**config.mk**
```make
export PLATFORM = sky130hd
export DESIGN_NAME = mult_seq_core
export DESIGN_NICKNAME = d
export VERILOG_FILES = /design/src/rtl/mult_seq_core.sv
export SDC_FILE = /design/constraint.sdc
export NUM_CORES = 1
export LEC_CHECK = 0
export ABC_AREA = 1
export BUFFER_PORTS_ARGS = -buffer_cell sky130_fd_sc_hd__buf_4
export CORE_MARGIN = 5
export CORE_UTILIZATION = 60
export CTS_CLUSTER_SIZE = 8
export DETAILED_ROUTE_END_ITERATION = 7
export PLACE_DENSITY = 0.87
export SETUP_SLACK_MARGIN = 0.2
export SLEW_MARGIN = 20
export SYNTH_ARGS = -nofsm -noshare
export SYNTH_HDL_FRONTEND = slang
export SYNTH_SLANG_ARGS = --single-unit
```
**constraint.sdc**
```tcl
create_clock -name clk -period 3.3 [get_ports clk]
set_clock_uncertainty 0.1 [all_clocks]
set_input_delay 0.66 -clock clk [delete_from_list [all_inputs] [get_ports clk]]
set_output_delay 0.66 -clock clk [all_outputs]
set_load 0.1 [all_outputs]
```
**src/rtl/mult_seq_core.sv**
```systemverilog
// mult_seq_core: shift-and-add unsigned multiplier, one multiplier bit per clock
module mult_seq_core #(
  parameter int WIDTH = 16
) (
  input  logic               clk,
  input  logic               rst,
  input  logic               init,
  input  logic [WIDTH-1:0]   a,
  input  logic [WIDTH-1:0]   b,
  output logic [2*WIDTH-1:0] pp,
  output logic               done,
  output logic               busy
);
  localparam int CW = $clog2(WIDTH) + 1;
  typedef enum logic [1:0] {S_IDLE, S_RUN, S_DONE} state_t;
  state_t             state_q, state_d;
  logic [2*WIDTH-1:0] a_q, a_d, pp_q, pp_d;
  logic [WIDTH-1:0]   b_q, b_d;
  logic [CW-1:0]      cnt_q, cnt_d;
  logic               done_q, done_d, busy_q, busy_d, init_q, start;
  always_comb begin
    state_d = state_q;
    a_d     = a_q;
    b_d     = b_q;
    cnt_d   = cnt_q;
    pp_d    = pp_q;
    done_d  = done_q;
    busy_d  = busy_q;
    start   = init & ~init_q;
    if (state_q == S_RUN) begin
      pp_d  = b_q[0] ? pp_q + a_q : pp_q;
      a_d   = a_q << 1;
      b_d   = b_q >> 1;
      cnt_d = cnt_q + CW'(1);
      if (cnt_q == CW'(WIDTH - 1)) begin
        state_d = S_DONE;
        done_d  = 1'b1;
        busy_d  = 1'b0;
      end
    end else if (start) begin
      a_d     = {{WIDTH{1'b0}}, a};
      b_d     = b;
      pp_d    = '0;
      cnt_d   = '0;
      done_d  = 1'b0;
      busy_d  = 1'b1;
      state_d = S_RUN;
    end
  end
  always_ff @(posedge clk) begin
    if (!rst) begin
      state_q <= S_IDLE;
      a_q     <= '0;
      b_q     <= '0;
      cnt_q   <= '0;
      pp_q    <= '0;
      done_q  <= 1'b0;
      busy_q  <= 1'b0;
      init_q  <= 1'b0;
    end else begin
      state_q <= state_d;
      a_q     <= a_d;
      b_q     <= b_d;
      cnt_q   <= cnt_d;
      pp_q    <= pp_d;
      done_q  <= done_d;
      busy_q  <= busy_d;
      init_q  <= init;
    end
  end
  assign pp   = pp_q;
  assign done = done_q;
  assign busy = busy_q;
endmodule

```
==> results.ini, run 1 <==
[run_status]
outcome = complete, no violations

[yosys]
yosys-mux-area-fraction_pct = 0
synth_compound_area_share_pct = 12.1
synth_cells = 944
synthSimpleGateAreaFrac_pct = 38.0
syn_area_mm2 = 0.00585
yosysSeqAreaShare_pct = 30.1
ys.warnings.count = 0
synth.avg_cell_area_um2 = 6.20
async_reset_ff_share_pct = 0
synth.net_count = 1013
ys_seq_elements = 88
synth_flop_cell = dfxtp_1
synth_edf_count = 0
synth_top_family_by_area = simple AND/OR/NAND/NOR gates
synth.area.top_cells = dfxtp_1 30%, nand2_1 25%, inv_1 9.0%
synth_top_area_share_pct = 30.1
synth_xor_area_share_pct = 0.299
synthDistinctLibCells = 39
synth_top_area_cell = dfxtp_1
synthAdderAreaFrac_pct = 7.40

[drt]
ant_nets = 0
routed_wl_um = 14600
drc = 0
drt_iter0_markers = 368
drt_pass1_iterations = 5
vias = 5811
wl_per_cell_um = 12.8
vias_per_cell = 5.11

[critical_path]
crit_type = reg -> reg
crit_slowest_cell = fa_1
cp_max_fo = 4
crit_chain = ha_1, inv_1, fa_1, inv_1, nand3_1, nand3_1, nand2_1, nand2_1, inv_1, o21ai_0, nand2_1, nand3_1, a21oi_1
cp.required_ps = 3460
cp-start-kind = register
worstSetupEndpointType = register
worst-path-buf-inv = 3
reg2reg_slack_ps = 1060
cpPeakStageDelay_ps = 410
cp.arrival_ps = 2400
cpLargestDelayFamily = adder cells

[floorplanning]
die_h_um = 109
fp.dieArea_mm2 = 0.0118
die_w_um = 109
io_pins = 69
core-area_mm2 = 0.00964
start_util_pct = 60.7
rows = 36

[finish]
insertedDiodeCount = 0
syn_to_final_growth_pct = 13.4
mostFrequentLayoutCell = nand2_1
finish.net_count = 1069
layoutNonFillerInstCount = 1138
design_area_mm2 = 0.00664
final_cell_mix = 385 x nand2_1, 140 x inv_1, 88 x dfxtp_1
layout-drive-gt1-share_pct = 14.4

[clock_network]
cts_max_level = 3
cts_tree = done
clockBufferDepth = 2
postCtsSetupBuffers = 0
cts_hold_buf = 0
ctsRootBufferMaster = clkbuf_8
clkTransAtPathRegs_ps = 100
clock_latency_ps = 370
clkSinkCount = 88
cts-buffers-inserted = 9
ctsResizeCount = 0

[job]
maxCapViolCount = 0

[timing]
drv_slew = 0
fin_crit_sh_pct = 67.8
rsz0062_at_grt = false
hold_slack_ps = 377
worst_pin_slew_ps = 737
setup_viol = 0
fmax_ghz = 0.447
final.setup.tns_ps = 0
final_hold_viol_count = 0
slew_headroom_pct = 50.8
post-route-min-period_ps = 2240

[global_route]
first_global_vias = 5408
grt_max_degree = 48
track_usage_pct = 26.1
antenna_found_initial = 0
grt_first_pass_wirelength_um = 24600
globalRouteOverflowTotal = 0

[power]
vdd_drop_max_mv = 0.284
internal_power_mw = 1.56
p_comb_share_pct = 11.0
switchingPower_uw = 615
p_seq_share_pct = 51.4
p_per_area_mw_per_mm2 = 328
p_clk_share_pct = 37.6
swShare_pct = 28.3
power_leakage_nw = 3.49

[placed_design]
hpwl_um = 11000
dpl_cell_area_mm2 = 0.00642
port_buffers = 68
dp.cells = 1122
routabilityCongestion = 0.918

[worst_hold_path]
hold_path.class = reg -> reg

==> final timing paths <==
path,start,to,depth (start not counted)
worst max-delay path,a_q[0],pp[16],13
worst min register to register,b_q[15],b_q[15],2
worst max register to register,a_q[0],pp[16],13
worst min-delay path,b_q[15],b_q[15],2
==> synth_stat cells, types with 2 or more instances <==
| library cell | n |
|---|---|
| a21o_1 | 4 |
| a21oi_1 | 72 |
| a21oi_2 | 3 |
| a22oi_1 | 13 |
| a31oi_1 | 15 |
| and2_1 | 2 |
| buf_2 | 10 |
| buf_4 | 8 |
| clkbuf_1 | 8 |
| dfxtp_1 | 88 |
| ha_1 | 33 |
| inv_1 | 140 |
| inv_2 | 7 |
| nand2_1 | 385 |
| nand2_2 | 15 |
| nand3_1 | 44 |
| nand3_2 | 9 |
| nand3b_1 | 3 |
| nand4_1 | 5 |
| nor2_1 | 35 |
| nor2_2 | 6 |
| nor2_4 | 2 |
| nor3_1 | 3 |
| o21ai_0 | 8 |
| o21bai_1 | 3 |
| or2_2 | 10 |
==> per-stage QoR <==
step	setup slack (ps)	power (mW)	utilization (%)
final	1060	2.17	68.8
after detailed placement	1070	1.38	66.6
after floorplan	584	1.31	-
after global routing	847	2.26	68.8
after CTS	1080	2.18	68.8
after global placement	1140	1.37	66.6
==> cells by family (layout without fill, tap and decap cells) <==
kind of cell / Yosys count / count (layout)
flip-flops: 88 / 88
adder cells (fa/ha/maj): 34 / 34
AND/OR/NAND/NOR: 522 / 522
buffers and inverters: 176 / 237
AO/OA/AOI/OAI: 122 / 122
XOR/XNOR: 2 / 2
==> per-layer routing <==
layer | up-vias | track usage [%] | share of wire, %
met5 | - | 0 | 0
met1 | 2587 | 35.2 | 46
met3 | 29 | 2.78 | 5.0
met4 | 0 | 9.11 | 2.6
li1 | 3053 | - | -
met2 | 142 | 43.3 | 46
==> registers in the layout (all words and copies together) (netlist names) <==
signal	flops
done	1
b_q	16
cnt_q	5
state_q	1
a_q	32
init_q	1
pp	32
==> tightest hold or removal path: cells and delay by family, from the launching register on <==
family | cells | cell delay, ps
AO/OA/AOI/OAI | 1 | 50
AND/OR/NAND/NOR | 1 | 60
flip-flops | 1 | 320
==> power by group through the flow <==
stage                     logic [mW]  clock network [mW]  registers (mW)
after floorplan                0.165                   0            1.14
after global placement         0.232                   0            1.14
after detailed placement       0.237                   0            1.14
after CTS                      0.239               0.822            1.12
after global routing           0.265               0.872            1.12
final                          0.240               0.817            1.12
==> layout make-up <==
| type | instances | area [um^2] |
|---|---|---|
| inverter | 148 | 556 |
| clock inverter | 6 | 76.3 |
| sequential | 88 | 1760 |
| timing repair buffer | 73 | 561 |
| multi-input combinational | 680 | 3380 |
| fill | 870 | 3000 |
| tap | 133 | 166 |
| clock buffer | 10 | 138 |
Power figures use the tool's default switching activity.
==> run 2: changes to the inputs <==
Settings changed: CORE_UTILIZATION 60 to 59, PLACE_DENSITY 0.87 to 0.86.
Clock period 3.3 ns to 2.1 ns, I/O delays scaled along.
==> results.ini, run 2 (synthesis results as in run 1) <==
[drt]
drt_iter0_markers = 390
ant_nets = 0
drt_pass1_iterations = 6
drc = 0
vias = 6099
vias_per_cell = 5.28
routed_wl_um = 16100
wl_per_cell_um = 13.9

[critical_path]
crit_chain = ha_4, inv_2, fa_2, inv_2, nand3_2, nand3_4, nand3_2, nand3_4, nand2_2, nand3_2, nand3_2, a21oi_2
cpPeakStageDelay_ps = 400
crit_slowest_cell = fa_2
crit_type = reg -> reg
cp.required_ps = 2300
cp-start-kind = register
cp.arrival_ps = 2190
cp_max_fo = 4
worstSetupEndpointType = register
cp_common_cell = nand3_2

[worst_hold_path]
hold_path.class = in -> reg

[floorplanning]
die_w_um = 110
core-area_mm2 = 0.00973
io_pins = 69
rows = 36
start_util_pct = 60.1
fp.dieArea_mm2 = 0.0120
die_h_um = 110

[finish]
layoutNonFillerInstCount = 1156
seqCellArea_mm2 = 0.00190
layout-drive-gt1-share_pct = 29.3
syn_to_final_growth_pct = 27.2
final_cell_mix = 365 x nand2_1, 137 x inv_1, 88 x buf_4
nFillCells = 745
multi_input_area_mm2 = 0.00392
design_area_mm2 = 0.00744
utilization_pct = 76.5
finish.net_count = 1087
mostFrequentLayoutCell = nand2_1
insertedDiodeCount = 0

[clock_network]
cts_hold_buf = 0
clkTransAtPathRegs_ps = 90
clkSinkCount = 88
clock_latency_ps = 370
cts-buffers-inserted = 9
ctsRootBufferMaster = clkbuf_8
cts_max_level = 3
cts_tree = done
clockBufferDepth = 2

[power]
finalPower_mw = 3.29
vdd_drop_max_mv = 0.390
p_per_area_mw_per_mm2 = 442
internal_power_mw = 2.31
p_seq_share_pct = 52.2
switchingPower_uw = 986
swShare_pct = 29.9
p_comb_share_pct = 13.6
power_leakage_nw = 3.62
p_clk_share_pct = 34.2

[timing]
post-route-min-period_ps = 1990
fmax_ghz = 0.504
final_hold_viol_count = 0
drv_slew = 0
fin_crit_sh_pct = 94.6
rsz0062_at_grt = true
worst_pin_slew_ps = 653
hold_slack_ps = 142
final.setup.tns_ps = 0
slew_headroom_pct = 56.4
setup_slack_ps = 114
setup_viol = 0

[global_route]
grt_first_pass_wirelength_um = 25700
first_global_vias = 5611
globalRouteOverflowTotal = 0
track_usage_pct = 26.7
grt_max_degree = 43
antenna_found_initial = 0

[placed_design]
dp.cells = 1131
dpl_worst_slack_ps = 170
dpl_cell_area_mm2 = 0.00678
routabilityCongestion = 0.948
hpwl_um = 11300
port_buffers = 68

[job]
maxCapViolCount = 0

[run_status]
outcome = complete, no violations

## run 2: path summary, 6_finish.rpt
kind	end	slack (ps)	depth (start not counted)	from
setup / recovery	pp[28]	110	12	pp[0]
hold / removal	init_q	140	3	init
setup reg to reg	pp[28]	110	12	pp[0]
hold reg to reg	b_q[15]	370	2	b_q[15]
## run 2: final cells by class
| type | count | share of cell area (%) |
|---|---|---|
| multi-input combinational | 680 | 52.7 |
| sequential | 88 | 25.6 |
| timing repair buffer | 91 | 9.68 |
| inverter | 148 | 7.46 |
| tap | 133 | 2.24 |
| clock buffer | 10 | 1.71 |
| clock inverter | 6 | 0.656 |
## run 2: critical path: cells and delay by family (launching register included)
kind	cells	cell delay, ps
adders and majority gates	2	540
buffers and inverters	2	130
AOI/OAI and AO/OA	1	150
DFF	1	370
and+or+nand+nor	7	630
## run 2: timing repair
item                                    CTS  global route
pin swaps                                 0            21
resized for setup                        10            93
endpoints found under the setup margin   14            24
buffers inserted                          2             7
## run 2: routing by layer
metal | vias to the layer above | track usage [%] | routed length, um
li1 | 3107 | - | -
met1 | 2781 | 35.7 | 7350
met2 | 187 | 44.2 | 7630
met3 | 24 | 4.40 | 847
met4 | 0 | 8.01 | 279
met5 | - | 0 | 0
## run 2: power groups by stage
stage                     logic [mW]  registers, mW  clock network, mW
after global routing           0.492           1.73               1.21
final                          0.446           1.72               1.13
after global placement         0.418           1.75                  0
after CTS                      0.429           1.72               1.14
after floorplan                0.270           1.76                  0
after detailed placement       0.424           1.75                  0
